`config.mk`:
```
export PLATFORM = sky130hd
export DESIGN_NAME = utim64_irq_ctrl_flat
export DESIGN_NICKNAME = d
export VERILOG_FILES = /design/src/rtl/utim64_irq_ctrl_pkg.sv /design/src/rtl/utim64_irq_ctrl_if.sv /design/src/rtl/utim64_irq_prio_enc.sv /design/src/rtl/utim64_irq_ctrl.sv /design/src/flat_wrapper.sv
export SDC_FILE = /design/constraint.sdc
export NUM_CORES = 1
export LEC_CHECK = 0
export CORE_MARGIN = 2
export CORE_UTILIZATION = 40
export DETAILED_ROUTE_END_ITERATION = 7
export HOLD_SLACK_MARGIN = 0.06
export PLACE_DENSITY_LB_ADDON = 0.15
export SLEW_MARGIN = 20
export SYNTH_ARGS = -nofsm -noshare
export SYNTH_HDL_FRONTEND = slang
export SYNTH_SLANG_ARGS = --single-unit
```
`constraint.sdc`:
```
create_clock -name iTIMER_CLOCK -period 1.3 [get_ports iTIMER_CLOCK]
set_input_delay 0.26 -clock iTIMER_CLOCK [delete_from_list [all_inputs] [get_ports iTIMER_CLOCK]]
set_output_delay 0.26 -clock iTIMER_CLOCK [all_outputs]
set_load 0.02 [all_outputs]
```
`src/rtl/utim64_irq_ctrl_pkg.sv`:
```
// ============================================================================
// Module  : utim64_irq_ctrl_pkg
// Purpose : Shared defaults and FSM state encoding for the utim64 IRQ stage.
// Revision: 1.0 - initial release
// ============================================================================
`default_nettype none

package utim64_irq_ctrl_pkg;

  localparam int CH_NUM_DEF = 4;
  localparam int NUM_W_DEF  = 2;
  localparam int MISS_W_DEF = 8;

  typedef enum logic {
    ST_IDLE = 1'b0,
    ST_REQ  = 1'b1
  } irq_state_t;

endpackage

`default_nettype wire

```
`src/rtl/utim64_irq_ctrl_if.sv`:
```
// ============================================================================
// Module  : utim64_irq_ctrl_if
// Purpose : Register-access and request/ack handshake bundle of the IRQ stage.
// Revision: 1.0 - initial release
// ============================================================================
`default_nettype none

interface utim64_irq_ctrl_if
  import utim64_irq_ctrl_pkg::*;
#(
  parameter int CH_NUM = CH_NUM_DEF,
  parameter int NUM_W  = NUM_W_DEF
);

  logic              iMASK_WRITE;
  logic [CH_NUM-1:0] iMASK_DATA;
  logic              iCLEAR_WRITE;
  logic [CH_NUM-1:0] iCLEAR_DATA;
  logic [CH_NUM-1:0] oPENDING;
  logic [CH_NUM-1:0] oMASK;
  logic              oREQ_VALID;
  logic [NUM_W-1:0]  oREQ_NUM;
  logic              iREQ_ACK;

  // Master is the IRQ stage (it originates requests); slave is the host/controller.
  modport master (
    input  iMASK_WRITE, iMASK_DATA, iCLEAR_WRITE, iCLEAR_DATA, iREQ_ACK,
    output oPENDING, oMASK, oREQ_VALID, oREQ_NUM
  );

  modport slave (
    output iMASK_WRITE, iMASK_DATA, iCLEAR_WRITE, iCLEAR_DATA, iREQ_ACK,
    input  oPENDING, oMASK, oREQ_VALID, oREQ_NUM
  );

endinterface

`default_nettype wire

```
`src/rtl/utim64_irq_prio_enc.sv`:
```
// ============================================================================
// Module  : utim64_irq_prio_enc
// Purpose : Combinational lowest-index-wins priority encoder.
// Revision: 1.0 - initial release
// ============================================================================
`default_nettype none

module utim64_irq_prio_enc
  import utim64_irq_ctrl_pkg::*;
#(
  parameter int CH_NUM = CH_NUM_DEF,
  parameter int NUM_W  = NUM_W_DEF
) (
  input  wire logic [CH_NUM-1:0] iREQ,
  output logic      [NUM_W-1:0]  oNUM,
  output logic                   oANY
);

  // Scanning from the top down lets the lowest set index overwrite last.
  always_comb begin
    oNUM = '0;
    oANY = |iREQ;
    for (int i = CH_NUM - 1; i >= 0; i--) begin
      if (iREQ[i]) begin
        oNUM = NUM_W'(i);
      end
    end
  end

endmodule

`default_nettype wire

```
`src/rtl/utim64_irq_ctrl.sv`:
```
// ============================================================================
// Module  : utim64_irq_ctrl
// Purpose : Edge-detect, pending/mask and prioritised request delivery for
//           utim64 IRQs. Optional UTIM64_IRQ_MISS_COUNT_EN adds miss counters.
// Revision: 1.0 - initial release
// ============================================================================
`default_nettype none

module utim64_irq_ctrl
  import utim64_irq_ctrl_pkg::*;
#(
  parameter int CH_NUM = CH_NUM_DEF,
  parameter int NUM_W  = NUM_W_DEF
`ifdef UTIM64_IRQ_MISS_COUNT_EN
  ,
  parameter int MISS_W = MISS_W_DEF
`endif
) (
  input  wire logic                     iTIMER_CLOCK,
  input  wire logic                     inRESET,
  input  wire logic [CH_NUM-1:0]        iIRQ,
`ifdef UTIM64_IRQ_MISS_COUNT_EN
  output logic      [CH_NUM*MISS_W-1:0] oMISS_COUNT,
`endif
  utim64_irq_ctrl_if.master             bus
);

  logic [CH_NUM-1:0] r_prev;
  logic [CH_NUM-1:0] r_pending;
  logic [CH_NUM-1:0] r_mask;
  irq_state_t        r_state;
  logic              r_req_valid;
  logic [NUM_W-1:0]  r_req_num;

  logic [CH_NUM-1:0] w_event;
  logic [CH_NUM-1:0] w_sw_clr;
  logic [CH_NUM-1:0] w_ack_clr;
  logic [CH_NUM-1:0] w_clr;
  logic [CH_NUM-1:0] w_cand;
  logic [NUM_W-1:0]  w_win_num;
  logic              w_win_any;
  logic              w_ack;

  assign w_event  = iIRQ & ~r_prev;
  assign w_sw_clr = bus.iCLEAR_WRITE ? bus.iCLEAR_DATA : '0;
  assign w_ack    = (r_state == ST_REQ) && bus.iREQ_ACK;
  assign w_ack_clr = w_ack ? ({{(CH_NUM-1){1'b0}}, 1'b1} << r_req_num) : '0;
  assign w_clr    = w_sw_clr | w_ack_clr;
  assign w_cand   = r_pending & r_mask;

  utim64_irq_prio_enc #(
    .CH_NUM (CH_NUM),
    .NUM_W  (NUM_W)
  ) u_prio_enc (
    .iREQ (w_cand),
    .oNUM (w_win_num),
    .oANY (w_win_any)
  );

  // A fresh edge always beats a same-cycle clear of that bit.
  always_ff @(posedge iTIMER_CLOCK or negedge inRESET) begin
    if (!inRESET) begin
      r_prev    <= '0;
      r_pending <= '0;
      r_mask    <= '0;
    end else begin
      r_prev    <= iIRQ;
      r_pending <= w_event | (r_pending & ~w_clr);
      if (bus.iMASK_WRITE) begin
        r_mask <= bus.iMASK_DATA;
      end
    end
  end

  always_ff @(posedge iTIMER_CLOCK or negedge inRESET) begin
    if (!inRESET) begin
      r_state     <= ST_IDLE;
      r_req_valid <= 1'b0;
      r_req_num   <= '0;
    end else begin
      case (r_state)
        ST_IDLE: begin
          if (w_win_any) begin
            r_req_num   <= w_win_num;
            r_req_valid <= 1'b1;
            r_state     <= ST_REQ;
          end
        end
        ST_REQ: begin
          // The request is held regardless of mask/clear until acknowledged.
          if (bus.iREQ_ACK) begin
            r_req_valid <= 1'b0;
            r_state     <= ST_IDLE;
          end
        end
        default: begin
          r_req_valid <= 1'b0;
          r_state     <= ST_IDLE;
        end
      endcase
    end
  end

  assign bus.oPENDING   = r_pending;
  assign bus.oMASK      = r_mask;
  assign bus.oREQ_VALID = r_req_valid;
  assign bus.oREQ_NUM   = r_req_num;

`ifdef UTIM64_IRQ_MISS_COUNT_EN
  for (genvar k = 0; k < CH_NUM; k++) begin : g_miss
    logic [MISS_W-1:0] r_cnt;
    logic              w_hit;

    assign w_hit = w_event[k] & r_pending[k];

    always_ff @(posedge iTIMER_CLOCK or negedge inRESET) begin
      if (!inRESET) begin
        r_cnt <= '0;
      end else if (w_sw_clr[k]) begin
        r_cnt <= w_hit ? {{(MISS_W-1){1'b0}}, 1'b1} : '0;
      end else if (w_hit && !w_clr[k] && (r_cnt != {MISS_W{1'b1}})) begin
        r_cnt <= r_cnt + 1'b1;
      end
    end

    assign oMISS_COUNT[k*MISS_W +: MISS_W] = r_cnt;
  end
`endif

endmodule

`default_nettype wire

```
`src/flat_wrapper.sv`:
```
// flat-port wrapper written by rule: the top's interface ports become plain ports
module utim64_irq_ctrl_flat import utim64_irq_ctrl_pkg::*;
#(
  parameter int CH_NUM = CH_NUM_DEF,
  parameter int NUM_W  = NUM_W_DEF

)
  (iTIMER_CLOCK, inRESET, iIRQ, bus_iMASK_WRITE, bus_iMASK_DATA, bus_iCLEAR_WRITE, bus_iCLEAR_DATA, bus_iREQ_ACK, bus_oPENDING, bus_oMASK, bus_oREQ_VALID, bus_oREQ_NUM);
  utim64_irq_ctrl_if #(.CH_NUM(CH_NUM), .NUM_W(NUM_W)) bus_i ();
  input  wire logic iTIMER_CLOCK;
  input  wire logic inRESET;
  input  wire logic [CH_NUM-1:0] iIRQ;
  input wire logic [$bits(bus_i.iMASK_WRITE)-1:0] bus_iMASK_WRITE;
  input wire logic [$bits(bus_i.iMASK_DATA)-1:0] bus_iMASK_DATA;
  input wire logic [$bits(bus_i.iCLEAR_WRITE)-1:0] bus_iCLEAR_WRITE;
  input wire logic [$bits(bus_i.iCLEAR_DATA)-1:0] bus_iCLEAR_DATA;
  input wire logic [$bits(bus_i.iREQ_ACK)-1:0] bus_iREQ_ACK;
  output wire logic [$bits(bus_i.oPENDING)-1:0] bus_oPENDING;
  output wire logic [$bits(bus_i.oMASK)-1:0] bus_oMASK;
  output wire logic [$bits(bus_i.oREQ_VALID)-1:0] bus_oREQ_VALID;
  output wire logic [$bits(bus_i.oREQ_NUM)-1:0] bus_oREQ_NUM;
  assign bus_i.iMASK_WRITE = bus_iMASK_WRITE;
  assign bus_i.iMASK_DATA = bus_iMASK_DATA;
  assign bus_i.iCLEAR_WRITE = bus_iCLEAR_WRITE;
  assign bus_i.iCLEAR_DATA = bus_iCLEAR_DATA;
  assign bus_i.iREQ_ACK = bus_iREQ_ACK;
  assign bus_oPENDING = bus_i.oPENDING;
  assign bus_oMASK = bus_i.oMASK;
  assign bus_oREQ_VALID = bus_i.oREQ_VALID;
  assign bus_oREQ_NUM = bus_i.oREQ_NUM;
  utim64_irq_ctrl #(.CH_NUM(CH_NUM), .NUM_W(NUM_W)) u_core (.iTIMER_CLOCK(iTIMER_CLOCK), .inRESET(inRESET), .iIRQ(iIRQ), .bus(bus_i));
endmodule
```
==> results of run 1 <==
==> metrics by stage <==
stage,hold slack (ns),setup TNS [ns],instance area [sq um],util [%]
floorplan,-0.0356,0,669,-
global placement,0.403,-0.132,1030,66.9
detailed placement,0.409,-0.267,1030,66.9
CTS,0.273,0,1050,68.3
global route,0.297,0,1060,68.7
finish,0.273,0,1060,68.7
==> logic make-up after synthesis <==
kind of cell | count (synthesis)
AOI/OAI and AO/OA | 15
buffers and inverters | 6
DFF | 16
muxes | 4
and+or+nand+nor | 16
==> area by class of cell <==
cell class	count	area (sq um)
multi-input cells	35	239
inverters	5	18.8
repair buffers	38	344
well taps	16	20.0
fillers	127	483
flip-flops and latches	16	400
clock buffers	4	36.3
==> sequential cells by signal, summed over array words and instances, names as in the netlist <==
register / cells
u_core.r_prev: 4
u_core.bus.oREQ_NUM: 2
u_core.bus.oREQ_VALID: 1
u_core.bus.oPENDING: 4
u_core.bus.oMASK: 4
u_core.r_state: 1
==> power breakdown <==
| group | internal [uW] | total, uW | leakage (uW) | switching, uW |
|---|---|---|---|---|
| logic | 334 | 657 | 0.000275 | 324 |
| clock network | 171 | 328 | 0.0000210 | 157 |
| registers | 598 | 669 | 0.000186 | 71.1 |
| total | 1100 | 1650 | 0.000482 | 552 |
==> layout by cell type, fill, tap and decap left out, drive strengths merged <==
master          n
nand4           1
nand3           4
inv             5
o22a            2
clkbuf          4
o311ai          1
dfrtp          16
a22oi           1
o211ai          2
a21oi           1
dlygate4sd2     7
mux2            4
o21a            2
clkdlybuf4s15   4
clkdlybuf4s50  16
buf            11
and2            1
nor2            1
a32oi           1
nand2           9
o21ai           5
==> worst paths after layout <==
check                           slack (ns)                    from  cells after the start                     end
min in group iTIMER_CLOCK             0.42        u_core.r_prev[0]                      1  u_core.bus.oPENDING[0]
worst max register to register        0.16  u_core.bus.oPENDING[1]                      4          u_core.r_state
worst min register to register        0.42        u_core.r_prev[0]                      1  u_core.bus.oPENDING[0]
max in group asynchronous             0.84                 inRESET                      2        u_core.r_prev[2]
worst min-delay path                  0.27                 inRESET                      2   u_core.bus.oREQ_VALID
worst max-delay path                  0.04     u_core.bus.oMASK[1]                      1            bus_oMASK[1]
==> per-layer routing <==
layer	GRT usage (%)	part of all wire, %
met4	7.06	1.3
met3	5.60	6.1
met1	18.7	42
met5	0	0
met2	28.7	51
==> what timing repair did <==
action | in CTS | in global routing
resized for setup | 11 | 4
endpoints found under the setup margin | 11 | 4
buffers inserted | 0 | 0
hold buffers | 0 | 0
gates cloned | 0 | 0
==> metrics.yaml, run 1 <==
cp_slowest_stage_delay_ns: 0.39
ys_warn_count: 0
synthSimpleGateAreaFrac_pct: 11.6
rsz0062_at_grt: "false"
fin_crit_sh_pct: 96.8
synth.mux.area_fraction_pct: 6.73
netlist.area_leader.share_pct: 59.8
ys_seq_elements: 16
grt_pass1_wl_um: 2390
grt_pass1_vias: 573
wl_per_cell_um: 11.8
worst_slack_ns: 0.0420
async_flop_share_pct: 100
drive_above_1_share_pct: 23.5
cp_slowest_cell: "dfrtp_1"
post-route-min-period_ns: 1.26
io_pins: 28
crit_family: "flip-flops"
clockBufferDepth: 2
worstMarginPinSlew_ns: 0.330
drcViolationCount: 0
report.power.total_uw: 1650
antenna_cells: 0
die-area_sq_um: 2020
slew_violations: 0
placed_cells: 110
die-height_um: 44.9
core-area_sq_um: 1540
crit_buf_inv: 1
relSlewSlack_pct: 78.0
overflow: 0
cap_violations: 0
hold_path_class: "in2async"
fin_nets: 116
htreeDepth: 1
synth_xor_area_share_pct: 0
yosys.area.top_type: "dfrtp_1"
skew_ns: 0.00764
cp.arrival_ns: 1.00
die_w_um: 44.9
via_count: 560
synth_cells: 57
grt_use_total_pct: 16.6
rows: 14
fmax_mhz: 795
synth_edf_count: 0
critPathMaxFanout: 2
synth.most_common_cell: "dfrtp_1"
synth_cell_types: 20
dp_hpwl_um: 1110
dr.first_iter.drc_count: 5
postSynthAreaPerCell_sq_um: 11.7
cts_root_buf: "clkbuf_4"
power_leakage_uw: 0.000482
antenna_found_initial: 0
finalHoldViolCount: 0
dpl_worst_slack_ns: -0.0930
synth_compound_area_share_pct: 17.4
ir_drop_mv: 0.899
status: "finished, final reports clean"
viasPerCell: 4.91
critPathLaunchType: "flip-flop"
synthTopCellsByCount: "dfrtp_1, nand2_1, inv_1"
setup_viol: 0
drt_wl_total_um: 1350
place.gp.congestion: 0.733
power.density_nw_per_um2: 1560
synth_fa_ha_area_share_pct: 0
worstSetupPathType: "reg2out"
syn_area_sq_um: 669
synth_top_family_by_area: "compound AO/OA/AOI/OAI gates"
cts_sinks: 16
drtPass1Iterations: 4
final_cells: 114
grt_max_degree: 17
clkTransAtPathRegs_ns: 0.10
cts_buffers: 3
insertion_delay_ns: 0.29
synth_nets: 74
io_buffer_count: 27
initial_core_util_pct: 43.4
yosysSeqAreaShare_pct: 59.8
cp-end-kind: "primary output"
ant_nets: 0
cts_tree: "built"
synthTopCellsByArea: "dfrtp_1, mux2_2, nand2_1"
crit_chain: "dlygate4sd2_1"
cp.required_ns: 1.04
area_growth_syn_to_layout_pct: 58.1
synth_ff_type: "dfrtp_1"
No activity file was read; power rests on OpenSTA's default activity.
==> inputs of run 2 (changes only) <==
Settings changed: CELL_PAD_IN_SITES_DETAIL_PLACEMENT set to 0, CELL_PAD_IN_SITES_GLOBAL_PLACEMENT set to 1, CORE_UTILIZATION 40 to 30.
==> run 2 against run 1 <==
Effect of this change: critical path depth is the same; first-iteration DRC count shrank 40%; worst setup slack gained 0.017 ns; worst hold slack gained 0.031 ns; largest power group unchanged; wire length shrank 2.9%; via count shrank 1.3%; combinational power shrank 1%; non-clock buffer count is the same; core utilization shrank 20 points; design area shrank 0.24%; sequential power is essentially flat; clock power shrank 27%.
==> metrics.yaml, run 2 (synthesis gave the netlist of run 1 again) <==
post-route-min-period_ns: 1.24  # -0.0168 ns
rsz0062_at_grt: "false"
io_buffer_count: 27  # unchanged
timing.rr.end: "u_core.bus.oREQ_VALID"
critPathLaunchType: "flip-flop"
cap_violations: 0  # unchanged
cp_slowest_stage_delay_ns: 0.39  # about the same
drcViolationCount: 0  # unchanged
place.gp.congestion: 0.767  # +4.7%
skew_ns: 0.00217  # -0.00548 ns
grt_pass1_wl_um: 2420  # +1.2%
crit_family: "flip-flops"
drt_wl_total_um: 1310  # -2.9%
overflow: 0  # unchanged
die_w_um: 51.2  # +14%
die-height_um: 51.2  # +14%
fin_nets: 116  # unchanged
viasPerCell: 4.42  # -9.9%
clkPwrFrac_pct: 15.3  # -4.5 points
dr_wl_met2_um: 607  # -11%
initial_core_util_pct: 30.9  # -13 points
r2r_cells: 4  # unchanged
dr.first_iter.drc_count: 3  # -2
ir_drop_mv: 0.952  # +5.9%
final_cells: 125  # +9.6%
fmax_mhz: 806  # +1.4%
switching_share_pct: 33.6  # +0.20 points
critPathMaxFanout: 2  # unchanged
cts_root_buf: "clkbuf_4"
cp_slowest_cell: "dfrtp_1"
power_leakage_uw: 0.000477  # -1.1%
placed_cells: 122  # +11%
p_int_uw: 1030  # -6.1%
area_growth_syn_to_layout_pct: 57.8
htreeDepth: 1  # unchanged
relSlewSlack_pct: 77.3  # -0.70 points
die-area_sq_um: 2630  # +30%
clkTransAtPathRegs_ns: 0.08  # -0.02 ns
ant_nets: 0  # unchanged
final_cell_mix: "clkdlybuf4s50_1, dfrtp_1, buf_4, dlygate4sd2_1, nand2_1"
insertion_delay_ns: 0.27  # -0.02 ns
cts_hold_buffers: 0  # unchanged
io_pins: 28  # unchanged
cp.arrival_ns: 0.98  # -0.02 ns
grt_max_degree: 17  # unchanged
drtPass1Iterations: 2  # -2
hold_path_class: "in2async"
cts_buffers: 3  # unchanged
top_layer_used: "met4"
power.density_nw_per_um2: 1470  # -5.6%
r2r_start: "u_core.bus.oMASK[1]"
slew_violations: 0  # unchanged
hold_ws_ns: 0.304  # +0.0311 ns
grt_use_total_pct: 12.6  # -4.0 points
fin_setup_tns_ns: 0  # unchanged
clockBufferDepth: 2  # unchanged
fin_crit_sh_pct: 95.5  # -1.3 points
worstSetupPathType: "reg2out"
wl_per_cell_um: 10.5  # -11%
antenna_cells: 0  # unchanged
via_count: 553  # -1.3%
cts_sinks: 16  # unchanged
cp-end-kind: "primary output"
dp_hpwl_um: 1080  # -3.3%
drive_above_1_share_pct: 22.7  # -0.79 points
p_switching_uw: 522  # -5.3%
crit_chain: "dlygate4sd2_1"
rows: 17  # +3
r2r_setup_slack_ns: 0.16  # about the same
post_cts_buffers: 0  # unchanged
route.met3.wl_um: 115  # +40%
antenna_found_initial: 0  # unchanged
core-area_sq_um: 2170  # +41%
status: "finished, final reports clean"
finalHoldViolCount: 0  # unchanged
cts_tree: "built"
wl_met1_um: 573  # +1.2%
pwr-share-comb_pct: 41.7  # +1.9 points
setup_viol: 0  # unchanged
crit_buf_inv: 1  # unchanged
pwr-share-seq_pct: 42.9  # +2.5 points
worstMarginPinSlew_ns: 0.341  # +0.0105 ns
grt_pass1_vias: 572  # -0.17%
cp.required_ns: 1.04  # about the same
-- run 2: cell count changes in the layout (fill, tap and decap cells not counted), sizes merged --
cell           before  now
clkdlybuf4s15       4    1
dlygate4sd2         7   10
clkbuf              4    3
-- run 2: per-layer routing --
layer,track usage (%),vias to the layer above
met1,15.3,241
met5,0,-
li1,-,291
met4,5.26,0
met3,4.09,2
met2,20.6,19
-- run 2: power groups by stage --
| stage | sequential (uW) | combinational (uW) | clock, uW |
|---|---|---|---|
| 2_1_floorplan | 815 | 203 | 0 |
| 3_3_place_gp | 682 | 719 | 0 |
| 3_5_place_dp | 682 | 719 | 0 |
| 4_1_cts | 670 | 659 | 257 |
| 5_1_grt | 688 | 717 | 284 |
| 6_report | 668 | 650 | 238 |
-- run 2: how the worst max path moves through the flow --
| stage | startpoint | end | slack, ns | depth (start not counted) |
|---|---|---|---|---|
| 6_report | u_core.bus.oPENDING[2] | bus_oPENDING[2] | 0.06 | 1 |
| 5_1_grt | u_core.bus.oMASK[1] | bus_oMASK[1] | 0.01 | 1 |
| 4_1_cts | u_core.bus.oREQ_VALID | bus_oREQ_VALID | 0.03 | 1 |
| 3_5_place_dp | bus_iREQ_ACK | u_core.bus.oPENDING[0] | -0.08 | 4 |
| 3_3_place_gp | bus_iREQ_ACK | u_core.bus.oPENDING[0] | -0.08 | 4 |
| 2_1_floorplan | u_core.bus.oMASK[1] | u_core.bus.oREQ_VALID | 0.24 | 3 |
-- run 2: final cells by class --
cell class / instances / area [sq um]
clock buffers: 3 / 22.5
fillers: 221 / 1110
inverters: 5 / 18.8
multi-input cells: 35 / 239
flip-flops and latches: 16 / 400
well taps: 28 / 35.0
repair buffers: 38 / 340
-- run 2: through the flow --
step	cell area, sq um	worst slack [ns]	utilization, %	power [uW]
after floorplan	669	0.240	-	1020
after global placement	1050	-0.0765	48.2	1400
after detailed placement	1050	-0.0818	48.2	1400
after CTS	1050	0.0330	48.6	1590
after global routing	1060	0.00958	48.7	1690
final	1060	0.0588	48.7	1560
-- run 2: repair_timing --
| item | in CTS | in global routing |
|---|---|---|
| hold endpoints to repair | 0 | 0 |
| gates resized for setup | 11 | 1 |
| endpoints found under the setup margin | 11 | 1 |
==> inputs of run 3 (changes only) <==
Settings changed: SKIP_CTS_REPAIR_TIMING set to 1.
==> run 3 against run 2 <==
Effect of this change: combinational power is 6.6% higher; first-iteration DRC count is 100% lower; sequential share of layout area is 1.4 points lower; clock skew is 0.0012 ns higher; critical path type unchanged; largest power group is now combinational cells.
==> metrics.yaml, run 3 (synthesis gave the netlist of run 1 again) <==
status: "finished, final reports clean"
cts_root_buf: "clkbuf_4"
worstSetupPathType: "reg2out"
slew_violations: 0  # unchanged
antenna_found_initial: 0  # unchanged
htreeDepth: 1  # unchanged
worstSetupEndpoint: "bus_oREQ_VALID"
initial_core_util_pct: 30.9  # unchanged
dr.first_iter.drc_count: 0  # -3
cp_slowest_stage_delay_ns: 0.40  # about the same
final_cells: 125  # unchanged
p_int_uw: 1080  # +4.0%
met3_usage_pct: 4.09  # unchanged
crit_chain: "dlymetal6s2s_1"
ir_drop_mv: 0.983  # +3.3%
placed_cells: 122  # unchanged
final_area_sq_um: 1100  # +3.8%
fmax_mhz: 875  # +8.6%
area_growth_syn_to_layout_pct: 63.7
setup_viol: 0  # unchanged
rows: 17  # unchanged
grt_use_met2_pct: 20.1  # -0.43 points
antenna_cells: 0  # unchanged
worstMarginPinSlew_ns: 0.347  # +0.00652 ns
cp_slowest_cell: "dfrtp_1"
die_w_um: 51.2  # unchanged
cts_buffers: 3  # unchanged
via_count: 549  # -0.72%
grt_pass1_wl_um: 2380  # -1.4%
pwr-share-seq_pct: 41.8  # -1.1 points
timing.rr.end: "u_core.bus.oREQ_VALID"
cp-end-kind: "primary output"
path_depth: 1  # unchanged
overflow: 0  # unchanged
io_pins: 28  # unchanged
insertion_delay_ns: 0.27  # about the same
critPathLaunchType: "flip-flop"
die-height_um: 51.2  # unchanged
grt_busiest_layer: "met2"
ant_nets: 0  # unchanged
critPathMaxFanout: 3  # +1
fillers: 213  # -3.6%
r2r_setup_slack_ns: 0.16  # about the same
wl_per_cell_um: 10.8  # +3.1%
io_buffer_count: 27  # unchanged
clockBufferDepth: 2  # unchanged
power.density_nw_per_um2: 1460  # -0.84%
use_met1_pct: 15.1  # -0.19 points
clkTransAtPathRegs_ns: 0.08  # about the same
cap_violations: 0  # unchanged
skew_ns: 0.00333  # +0.00116 ns
viasPerCell: 4.39  # -0.72%
final_cell_mix: "clkdlybuf4s50_1, dfrtp_1, dlymetal6s2s_1, buf_4, nand2_1"
startpoint: "u_core.bus.oREQ_VALID"
p_switching_uw: 527  # +0.85%
crit_family: "flip-flops"
die-area_sq_um: 2630  # unchanged
hold_path_class: "in2async"
grt_pass1_vias: 571  # -0.17%
pwr-share-comb_pct: 43.3  # +1.6 points
r2r_cells: 4  # unchanged
crit_buf_inv: 1  # unchanged
dp_hpwl_um: 1080  # unchanged
place.gp.congestion: 0.767  # unchanged
finalHoldViolCount: 0  # unchanged
power_leakage_uw: 0.000565  # +18%
cts_sinks: 16  # unchanged
cp.arrival_ns: 0.88  # -0.10 ns
drcViolationCount: 0  # unchanged
drt_wl_total_um: 1350  # +3.1%
relSlewSlack_pct: 76.8  # -0.43 points
cp.required_ns: 1.04  # about the same
drtPass1Iterations: 1  # -1
rsz0062_at_grt: "false"
drive_above_1_share_pct: 22.7  # unchanged
fin_crit_sh_pct: 87.9  # -7.6 points
grt_use_total_pct: 12.4  # -0.19 points
hold_ws_ns: 0.305  # +0.000946 ns
post-route-min-period_ns: 1.14  # -0.0986 ns
switching_share_pct: 32.9  # -0.68 points
cts_tree: "built"
r2r_start: "u_core.bus.oMASK[1]"
grt_max_degree: 17  # unchanged
core-area_sq_um: 2170  # unchanged
fin_nets: 116  # unchanged
clkPwrFrac_pct: 15.0  # -0.3 points
fin_setup_tns_ns: 0  # unchanged
place_area_sq_um: 1050  # unchanged
run 3: cell count changes in the layout (fill, tap and decap cells not counted):
| cell | before | now |
|---|---|---|
| dlygate4sd2_1 | 10 | 0 |
| dlymetal6s2s_1 | 0 | 11 |
| clkdlybuf4s15_1 | 1 | 0 |
run 3: stage by stage:
| step | setup slack, ns | util (%) | total power, uW |
|---|---|---|---|
| final | 0.157 | 50.5 | 1600 |
| after global routing | 0.0815 | 50.5 | 1740 |
| after CTS | -0.230 | 49.3 | 1650 |
| after detailed placement | -0.0818 | 48.2 | 1400 |
| after global placement | -0.0765 | 48.2 | 1400 |
| after floorplan | 0.240 | - | 1020 |
run 3: final cells by class:
cell class | instances | area, sq um | area share [%]
multi-input combinational | 35 | 239 | 21.8
timing repair buffer | 38 | 380 | 34.7
clock buffer | 3 | 22.5 | 2.05
inverter | 5 | 18.8 | 1.71
tap | 28 | 35.0 | 3.20
sequential | 16 | 400 | 36.5
run 3: routing by layer:
| layer | up-vias | share of wire (%) |
|---|---|---|
| li1 | 291 | - |
| met1 | 237 | 44 |
| met2 | 19 | 47 |
| met3 | 2 | 8.9 |
| met4 | 0 | 0.59 |
| met5 | - | 0 |
run 3: power by group through the flow:
| stage | logic [uW] | registers, uW | clock network (uW) |
|---|---|---|---|
| floorplan | 203 | 815 | 0 |
| global placement | 719 | 682 | 0 |
| detailed placement | 719 | 682 | 0 |
| CTS | 721 | 674 | 257 |
| global route | 762 | 689 | 285 |
| finish | 693 | 669 | 240 |
run 3: how the worst min path moves through the flow:
stage	endpoint	depth (start not counted)
6_report	u_core.bus.oMASK[1]	2
3_5_place_dp	u_core.bus.oPENDING[0]	1
2_1_floorplan	u_core.bus.oMASK[0]	0
3_3_place_gp	u_core.bus.oPENDING[0]	1
4_1_cts	u_core.bus.oMASK[1]	2
5_1_grt	u_core.bus.oMASK[1]	2
